$ cat src/rtl/uart_tx_arbiter_if.sv
// Purpose: request/serial bundle between NUM_REQ byte requesters and the
//          shared UART TX arbiter.
// Signals:
//   clk_en     baud tick, one-cycle pulse per bit period
//   req_valid  per-requester word pending
//   req_data   requester i owns bits [i*DATA_BITS +: DATA_BITS]
//   req_ready  one-hot accept strobe (combinational in the arbiter)
//   tx         serial line, idle high
//   busy       high while a frame is on the line
//   grant_id   index of the requester owning the current frame
// Modports: master = requester/baud side, slave = arbiter.
interface uart_tx_arbiter_if #(
  parameter int unsigned NUM_REQ   = 4,
  parameter int unsigned DATA_BITS = 8
) ();
  localparam int unsigned IDW = (NUM_REQ > 1) ? $clog2(NUM_REQ) : 1;

  logic                           clk_en;
  logic [NUM_REQ-1:0]             req_valid;
  logic [NUM_REQ*DATA_BITS-1:0]   req_data;
  logic [NUM_REQ-1:0]             req_ready;
  logic                           tx;
  logic                           busy;
  logic [IDW-1:0]                 grant_id;

  modport master (
    output clk_en, req_valid, req_data,
    input  req_ready, tx, busy, grant_id
  );

  modport slave (
    input  clk_en, req_valid, req_data,
    output req_ready, tx, busy, grant_id
  );
endinterface

$ cat src/rtl/uart_tx_arbiter.sv
// Purpose: shares one UART TX line among NUM_REQ byte requesters with
//          round-robin arbitration; frames the winner's word as start bit,
//          DATA_BITS data bits LSB-first and STOP_BITS stop bits, one bit per
//          clk_en tick.
// Ports:
//   clk  in  system clock, rising edge
//   rst  in  synchronous active-low reset (0 = reset)
//   bus  uart_tx_arbiter_if.slave: clk_en, req_valid, req_data in;
//        req_ready (combinational), tx, busy, grant_id out (registered)
module uart_tx_arbiter #(
  parameter int unsigned NUM_REQ   = 4,
  parameter int unsigned DATA_BITS = 8,
  parameter int unsigned STOP_BITS = 1
) (
  input  logic              clk,
  input  logic              rst,
  uart_tx_arbiter_if.slave  bus
);

  localparam int unsigned IDW = (NUM_REQ > 1) ? $clog2(NUM_REQ) : 1;
  localparam int unsigned CW  = $clog2(DATA_BITS);

  localparam logic [1:0] S_IDLE  = 2'd0;
  localparam logic [1:0] S_START = 2'd1;
  localparam logic [1:0] S_DATA  = 2'd2;
  localparam logic [1:0] S_STOP  = 2'd3;

  logic [1:0]           r_state,    w_state_nxt;
  logic [DATA_BITS-1:0] r_shift,    w_shift_nxt;
  logic [CW-1:0]        r_bit_cnt,  w_bit_cnt_nxt;
  logic                 r_stop_cnt, w_stop_cnt_nxt;
  logic [IDW-1:0]       r_rr_ptr,   w_rr_ptr_nxt;
  logic [IDW-1:0]       r_grant_id, w_grant_id_nxt;
  logic                 r_tx,       w_tx_nxt;
  logic                 r_busy,     w_busy_nxt;

  logic                 w_found;
  logic [IDW-1:0]       w_winner;
  logic [DATA_BITS-1:0] w_word;
  logic                 w_last_stop;
  logic                 w_grant;
  logic [NUM_REQ-1:0]   w_ready;

  // Round-robin search starting just after the last winner, plus its data word
  always_comb begin : rr_search
    logic [IDW-1:0] idx;
    idx      = '0;
    w_found  = 1'b0;
    w_winner = '0;
    w_word   = '0;
    for (int k = 1; k <= int'(NUM_REQ); k++) begin
      idx = IDW'((int'(r_rr_ptr) + k) % int'(NUM_REQ));
      for (int i = 0; i < int'(NUM_REQ); i++) begin
        if (!w_found && (idx == IDW'(i)) && bus.req_valid[i]) begin
          w_found  = 1'b1;
          w_winner = idx;
        end
      end
    end
    for (int i = 0; i < int'(NUM_REQ); i++) begin
      if (w_winner == IDW'(i)) w_word = bus.req_data[i*int'(DATA_BITS) +: DATA_BITS];
    end
  end

  // Next-state, framing and accept strobe
  always_comb begin
    w_state_nxt    = r_state;
    w_shift_nxt    = r_shift;
    w_bit_cnt_nxt  = r_bit_cnt;
    w_stop_cnt_nxt = r_stop_cnt;
    w_rr_ptr_nxt   = r_rr_ptr;
    w_grant_id_nxt = r_grant_id;
    w_tx_nxt       = r_tx;
    w_busy_nxt     = r_busy;
    w_ready        = '0;

    w_last_stop = (r_state == S_STOP) && (r_stop_cnt == 1'(STOP_BITS - 1));
    // A new frame may start from IDLE or seamlessly after the final stop tick
    w_grant     = rst && bus.clk_en && w_found && ((r_state == S_IDLE) || w_last_stop);

    if (w_grant) begin
      w_ready        = NUM_REQ'(1) << w_winner;
      w_shift_nxt    = w_word;
      w_rr_ptr_nxt   = w_winner;
      w_grant_id_nxt = w_winner;
      w_busy_nxt     = 1'b1;
      w_tx_nxt       = 1'b0;
      w_stop_cnt_nxt = 1'b0;
      w_state_nxt    = S_START;
    end else if (rst && bus.clk_en) begin
      case (r_state)
        S_START: begin
          w_state_nxt   = S_DATA;
          w_tx_nxt      = r_shift[0];
          w_bit_cnt_nxt = '0;
        end
        S_DATA: begin
          if (r_bit_cnt == CW'(DATA_BITS - 1)) begin
            w_state_nxt    = S_STOP;
            w_tx_nxt       = 1'b1;
            w_stop_cnt_nxt = 1'b0;
          end else begin
            // r_shift[1] becomes bit 0 after this shift
            w_shift_nxt   = r_shift >> 1;
            w_tx_nxt      = r_shift[1];
            w_bit_cnt_nxt = r_bit_cnt + CW'(1);
          end
        end
        S_STOP: begin
          w_tx_nxt = 1'b1;
          if (!w_last_stop) begin
            w_stop_cnt_nxt = r_stop_cnt + 1'b1;
          end else begin
            w_state_nxt = S_IDLE;
            w_busy_nxt  = 1'b0;
          end
        end
        default: ;
      endcase
    end
  end

  // State register; reset re-arms requester 0 as top priority
  always_ff @(posedge clk) begin
    if (!rst) begin
      r_state    <= S_IDLE;
      r_shift    <= '0;
      r_bit_cnt  <= '0;
      r_stop_cnt <= 1'b0;
      r_rr_ptr   <= IDW'(NUM_REQ - 1);
      r_grant_id <= '0;
      r_tx       <= 1'b1;
      r_busy     <= 1'b0;
    end else begin
      r_state    <= w_state_nxt;
      r_shift    <= w_shift_nxt;
      r_bit_cnt  <= w_bit_cnt_nxt;
      r_stop_cnt <= w_stop_cnt_nxt;
      r_rr_ptr   <= w_rr_ptr_nxt;
      r_grant_id <= w_grant_id_nxt;
      r_tx       <= w_tx_nxt;
      r_busy     <= w_busy_nxt;
    end
  end

  assign bus.req_ready = w_ready;
  assign bus.tx        = r_tx;
  assign bus.busy      = r_busy;
  assign bus.grant_id  = r_grant_id;

endmodule
$ cat src/flat_wrapper.sv
// flat-port wrapper written by rule: the top's interface ports become plain ports
module uart_tx_arbiter_flat 
#(
  parameter int unsigned NUM_REQ   = 4,
  parameter int unsigned DATA_BITS = 8,
  parameter int unsigned STOP_BITS = 1
)
  (clk, rst, bus_clk_en, bus_req_valid, bus_req_data, bus_req_ready, bus_tx, bus_busy, bus_grant_id);
  uart_tx_arbiter_if #(.NUM_REQ(NUM_REQ), .DATA_BITS(DATA_BITS)) bus_i ();
  input  logic clk;
  input  logic rst;
  input wire logic [$bits(bus_i.clk_en)-1:0] bus_clk_en;
  input wire logic [$bits(bus_i.req_valid)-1:0] bus_req_valid;
  input wire logic [$bits(bus_i.req_data)-1:0] bus_req_data;
  output wire logic [$bits(bus_i.req_ready)-1:0] bus_req_ready;
  output wire logic [$bits(bus_i.tx)-1:0] bus_tx;
  output wire logic [$bits(bus_i.busy)-1:0] bus_busy;
  output wire logic [$bits(bus_i.grant_id)-1:0] bus_grant_id;
  assign bus_i.clk_en = bus_clk_en;
  assign bus_i.req_valid = bus_req_valid;
  assign bus_i.req_data = bus_req_data;
  assign bus_req_ready = bus_i.req_ready;
  assign bus_tx = bus_i.tx;
  assign bus_busy = bus_i.busy;
  assign bus_grant_id = bus_i.grant_id;
  uart_tx_arbiter #(.NUM_REQ(NUM_REQ), .DATA_BITS(DATA_BITS), .STOP_BITS(STOP_BITS)) u_core (.clk(clk), .rst(rst), .bus(bus_i));
endmodule
$ cat config.mk
export PLATFORM = sky130hd
export DESIGN_NAME = uart_tx_arbiter_flat
export DESIGN_NICKNAME = d
export VERILOG_FILES = /design/src/rtl/uart_tx_arbiter_if.sv /design/src/rtl/uart_tx_arbiter.sv /design/src/flat_wrapper.sv
export SDC_FILE = /design/constraint.sdc
export NUM_CORES = 1
export LEC_CHECK = 0
export CAP_MARGIN = 20
export CORE_UTILIZATION = 48
export CTS_CLUSTER_DIAMETER = 80
export DETAILED_ROUTE_END_ITERATION = 8
export HOLD_SLACK_MARGIN = 0.03
export PLACE_DENSITY_LB_ADDON = 0.2
export SYNTH_ARGS = -nofsm -noshare
export SYNTH_HDL_FRONTEND = slang
export SYNTH_SLANG_ARGS = --single-unit
$ cat constraint.sdc
create_clock -name clk -period 4.8 [get_ports clk]
set_clock_uncertainty 0.15 [all_clocks]
set_input_delay 1.44 -clock clk [delete_from_list [all_inputs] [get_ports clk]]
set_output_delay 1.44 -clock clk [all_outputs]
set_load 0.02 [all_outputs]
Yosys cells after proc, flatten, opt, wreduce, memory -nomap -nowiden
Index checks and enable logic that the tools add are counted.

Register bits: 20. Output and inout port bits: 8. Input port bits: 39.

Add/sub/neg operators: 6. Muxes and demuxes: 59. Shift-type cells: 1. Equal/unequal tests: 26. Reductions and logical operators: 73. Bitwise operators: 3.

Operators by type and width (number): $mux 8 (8); $mux 2 (18); $logic_and 1x1->1 (35); $mux 1 (27); $eq 2x2->1 const B (12); $reduce_and 4->1 (4); $logic_not 1->1 (15); $eq 2x1->1 const B (6); $logic_not 2->1 (6); $reduce_bool 2->1 (6); $ne 2x1->1 const B (3); $ne 3x1->1 const B (2); $pmux 2 s3 (1); $pmux 3 s2 (1); $reduce_and 3->1 (2); $add 2x1->2 const B (2); $add 2x2->2 const B (2); $mux 4 (1); $ne 2x2->1 const B (2); $reduce_bool 4->1 (1); $shl 1x2->4 const A (1); $add 3x1->3 const B (1); $eq 3x3->1 const B (1); $mux 3 (1); 8 further kinds (10).

Depth between registers and ports, before layout
Depth after elaboration: 70. Depth in mapped cells: 10.

Least setup slack after synthesis
No wires, ideal clock.

Kind: in2out. From: input port bus_req_valid[0]. To: output port bus_req_ready[0]. Arrival: 3.056 ns. Path slack: 0.154 ns. Stages on the path: 7. Cells stage by stage: a22o_1 a221o_1 and2_1 a311o_1 buf_6 buf_6 nor2_1.

Longest elaborated chain between the ends: 65.

Ends and longest elaborated chain: from (decl) (line flat_wrapper.sv:13) `input wire logic [$bits(bus_i.req_valid)-1:0] bus_req_valid;`; $logic_and 1x1->1 (line uart_tx_arbiter.sv:54) `if (!w_found && (idx == IDW'(i)) && bus.req_valid[i]) begin`; $mux 1 (line uart_tx_arbiter.sv:54); $logic_not 1->1 (line uart_tx_arbiter.sv:54); $logic_and 1x1->1 (2 in series) (line uart_tx_arbiter.sv:54); $mux 1 (line uart_tx_arbiter.sv:54); $logic_not 1->1 (line uart_tx_arbiter.sv:54); $logic_and 1x1->1 (2 in series) (line uart_tx_arbiter.sv:54); $mux 1 (line uart_tx_arbiter.sv:54); [... 44 more ...]; $logic_not 1->1 (line uart_tx_arbiter.sv:54); $logic_and 1x1->1 (2 in series) (line uart_tx_arbiter.sv:54); $mux 1 (line uart_tx_arbiter.sv:54); $logic_not 1->1 (line uart_tx_arbiter.sv:54); $logic_and 1x1->1 (2 in series) (line uart_tx_arbiter.sv:54); $mux 1 (line uart_tx_arbiter.sv:54); $logic_and 1x1->1 (2 in series) (line uart_tx_arbiter.sv:79) `w_grant = rst && bus.clk_en && w_found && ((r_state == S_IDLE) || w_last_stop);`; $mux 4 (*) (line uart_tx_arbiter.sv:81) `if (w_grant) begin`; to (decl) (line flat_wrapper.sv:15) `output wire logic [$bits(bus_i.req_ready)-1:0] bus_req_ready;`.

Every way passes the cells marked *; elsewhere a longest branch is shown, timed or not.

Worst setup path in the final report
From: input port bus_req_valid[1]. To: output port bus_req_ready[1].

Longest elaborated chain between the ends: 61.

Ends and longest elaborated chain (line): $logic_and 1x1->1 (uart_tx_arbiter.sv:54); $mux 1 (uart_tx_arbiter.sv:54); $logic_not 1->1 (uart_tx_arbiter.sv:54); $logic_and 1x1->1 (2 in series) (uart_tx_arbiter.sv:54); $mux 1 (uart_tx_arbiter.sv:54); $logic_not 1->1 (uart_tx_arbiter.sv:54); $logic_and 1x1->1 (2 in series) (uart_tx_arbiter.sv:54); $mux 1 (uart_tx_arbiter.sv:54); [... 40 more ...]; $logic_not 1->1 (uart_tx_arbiter.sv:54); $logic_and 1x1->1 (2 in series) (uart_tx_arbiter.sv:54); $mux 1 (uart_tx_arbiter.sv:54); $logic_not 1->1 (uart_tx_arbiter.sv:54); $logic_and 1x1->1 (2 in series) (uart_tx_arbiter.sv:54); $mux 1 (uart_tx_arbiter.sv:54); $logic_and 1x1->1 (2 in series) (uart_tx_arbiter.sv:79); $mux 4 (*) (uart_tx_arbiter.sv:81).

Marked as above.

==> impl_metrics.csv <==
group,metric,value,unit
sta,timing.final.max_slew_violations,0,
critical_path,crit_buf_inv,3,
critical_path,cpLargestDelayFamily,"compound AO/OA/AOI/OAI gates",
grt,grt_pass1_wl,7200,um
die,dieArea,0.00361,mm2
yosys,ys.flop_type,"dfxtp_1",
cts,postCtsHoldBufs,0,
hold_path,min-delay-start,"u_core.bus.grant_id[1]$_SDFFE_PN0P_",
routing,avgRoutedWirePerCell,15.2,um
yosys,synthMuxAreaShare,13.5,%
yosys,synth_compound_area_share,25.6,%
critical_path,r2r-end,"u_core.r_shift[7]$_SDFFE_PN0P_",
die,die_y,60.1,um
yosys,netlist_area,0.00162,mm2
cts,numCtsBuffers,3,
cts,cts.path.max_buffers,2,
routing,drcViolationCount,0,
critical_path,r2r_setup_slack,1570,ps
grt,grt_antenna_before_repair,0,
critical_path,reg2regPathDepth,11,
cts,cts.sinks,20,
status,status,"finished, final reports clean",
yosys,synthAdderAreaFrac,9.27,%
grt,grt.overflow.total,0,
routing,drtIter0Drc,114,
yosys,synth_top_family_by_area,"compound AO/OA/AOI/OAI gates",
sta,max_freq,210,MHz
critical_path,cp-end-kind,"output pin",
power,ir_drop,0.167,mV
routing,vias,1767,
sta,tightest_slew,547,ps
yosys,yosysSeqAreaShare,24.7,%
yosys,synthXorXnorAreaFrac,0,%
yosys,syn_area_per_cell,8.39,um2
power,power_density,261,mW/mm2
grt,grt_max_degree,22,
place,dp_hpwl,3320,um
yosys,ys_seq_elements,20,
die,ioPinCount,47,
yosys,synth_fp_nets,244,
routing,dr.pass1.iters,4,
cells_and_area,layout-drive-gt1-share,21.9,%
critical_path,crit_required,3210,ps
power,p_leak,0.991,nW
cells_and_area,n_antenna_cell,0,
job,drv_cap,0,
yosys,synthArstFlopShare,0,%
cts,cts_root_buf,"clkbuf_4",
place,place_congestion,0.911,
hold_path,hold_end,"u_core.bus.grant_id[1]$_SDFFE_PN0P_",
die,die_w,60.1,um
yosys,ys_warn_count,0,
cells_and_area,multi_input_area,0.00126,mm2
sta,final_hold_viol_count,0,
routing,ant_nets,0,
cts,insertion_delay,300,ps
die,initial_core_util,51.8,%
place,portBuffers,46,
critical_path,crit_path_cell_trace,"clkdlybuf4s15_1, a22o_1, a221o_2, buf_6, o21ai_4, a311o_1, nor2_1, buf_4",
yosys,syn_inst,193,
cells_and_area,area_growth,47.4,%
critical_path,crit_path_max_fanout,5,
routing,routed_wl,4550,um
hold_path,holdPathStages,2,
power,p_total,0.622,mW
cells_and_area,final-seq-area,400,um2
grt,grt_pass1_vias,1701,
critical_path,cp_data_arrival_time,3180,ps
sta,post-route-period-util,99.3,%
yosys,ys_types,48,
sta,min_period,4770,ps
critical_path,max_stage_delay,390,ps
critical_path,critPathKind,"primary input to output pin",
sta,slew_headroom,63.5,%
cells_and_area,nFillCells,229,
sta,hold_ws,308,ps
critical_path,start_kind,"primary input",
critical_path,crit_path_top_delay_cell,"a221o_2",
hold_path,worst_hold_path_type,"flip-flop to flip-flop",
cts,cts_tree,"built",
routing,via_per_inst,5.89,
sta,setup_viol,0,
cts,clkTransAtPathRegs,110,ps
die,core-area,0.00313,mm2
critical_path,rr_startpoint,"u_core.r_rr_ptr[1]$_SDFFE_PN1P_",
cells_and_area,fin_nets,309,
die,rows,20,
grt,track_usage,26.1,%
yosys,synthSimpleGateAreaFrac,22.3,%
cts,cts.htree.levels,1,
yosys,synth_edf_count,0,
[cell type report]
cell class | instances | area share [%]
clock buffers | 3 | 0.943
inverters | 7 | 1.10
multi-input cells | 158 | 52.7
flip-flops and latches | 20 | 16.8
well taps | 44 | 2.31
repair buffers | 68 | 26.2
[layout by cell type (no fill, tap or decap), drive strengths merged, types with 3 or more instances in the layout]
cell / count
a22o: 3
nor2: 14
clkbuf: 3
inv: 7
or2: 3
a22oi: 6
mux2i: 14
buf: 26
nor2b: 4
nand3: 9
and2: 5
mux2: 7
or3: 4
o221ai: 7
ha: 12
a21oi: 3
dfxtp: 20
nand2: 19
a21boi: 4
clkdlybuf4s50: 38
o21ai: 9
nor3: 5
[cells by family (layout without fill, tap and decap cells)]
| group | count (synthesis) | count (layout) |
|---|---|---|
| adder cells (fa/ha/maj) | 12 | 12 |
| AO/OA/AOI/OAI | 53 | 53 |
| flip-flops | 20 | 20 |
| multiplexers | 21 | 21 |
| buffers and inverters | 15 | 78 |
| AND/OR/NAND/NOR | 72 | 72 |
[registers in the layout, summed over array words and instances, names as in the netlist]
| name | count |
|---|---|
| u_core.r_stop_cnt | 1 |
| u_core.r_rr_ptr | 2 |
| u_core.bus.busy | 1 |
| u_core.r_state | 2 |
| u_core.r_bit_cnt | 3 |
| u_core.bus.tx | 1 |
| u_core.bus.grant_id | 2 |
| u_core.r_shift | 8 |
[report_power, final]
| part | internal, mW | leakage, nW | total, mW | switching (mW) |
|---|---|---|---|---|
| Clock | 0.0292 | 0.0138 | 0.0799 | 0.0506 |
| Combinational | 0.174 | 0.814 | 0.343 | 0.168 |
| Sequential | 0.186 | 0.164 | 0.200 | 0.0134 |
| Total | 0.390 | 0.991 | 0.622 | 0.232 |
[worst max path at each step]
stage	depth (start not counted)	startpoint	slack (ps)	endpoint
detailed placement	7	bus_req_valid[1]	-640	bus_req_ready[1]
global placement	7	bus_req_valid[1]	-590	bus_req_ready[1]
global route	8	bus_req_valid[1]	-20	bus_req_ready[1]
finish	8	bus_req_valid[1]	30	bus_req_ready[1]
CTS	7	bus_req_valid[0]	10	bus_req_ready[1]
floorplan	7	bus_req_valid[0]	150	bus_req_ready[0]
[Yosys cell counts, types with 6 or more instances]
cell,n,area share (%)
o21ai_1,6,1.9
mux2_2,7,4.9
o221ai_1,7,3.8
mux2i_1,14,8.7
nor2_1,14,3.2
ha_1,12,9.3
nand2_1,19,4.4
nand3_1,9,2.8
inv_1,7,1.6
a22oi_1,6,2.8
dfxtp_1,20,25
[repair_timing]
| action | in CTS | in global routing |
|---|---|---|
| buffers inserted | 1 | 1 |
| resized for setup | 29 | 23 |
| pin swaps | 3 | 7 |
| setup endpoints to repair | 4 | 4 |
[per-layer routing]
layer / part of all wire, % / up-vias / GRT usage, % / routed length (um)
met2: 51 / 73 / 47.8 / 2320
li1: - / 859 / - / -
met1: 42 / 825 / 30.7 / 1910
met3: 5.7 / 10 / 4.98 / 258
met4: 1.6 / 0 / 6.64 / 71
met5: 0 / - / 0 / 0
[worst reg2reg max path: stages, from the launching register on]
cell	delay [ps]
dfxtp_1	530
inv_1	140
ha_1	290
a22o_1	270
a221o_2	390
buf_6	160
o21ai_4	160
a311o_1	260
buf_4	130
buf_4	240
a2111oi_2	60
o311a_1	350
[through the flow]
step	util (%)	TNS (ps)	setup slack (ps)	std cells	area (um2)
2_1_floorplan	-	0	154	193	1620
3_3_place_gp	71.8	-2260	-588	296	2240
3_5_place_dp	71.8	-2410	-637	296	2240
4_1_cts	73.2	0	14.3	300	2290
5_1_grt	76.3	-29.1	-18.4	300	2390
6_report	76.3	0	34.2	300	2390
(Power assumes the default switching activity.)
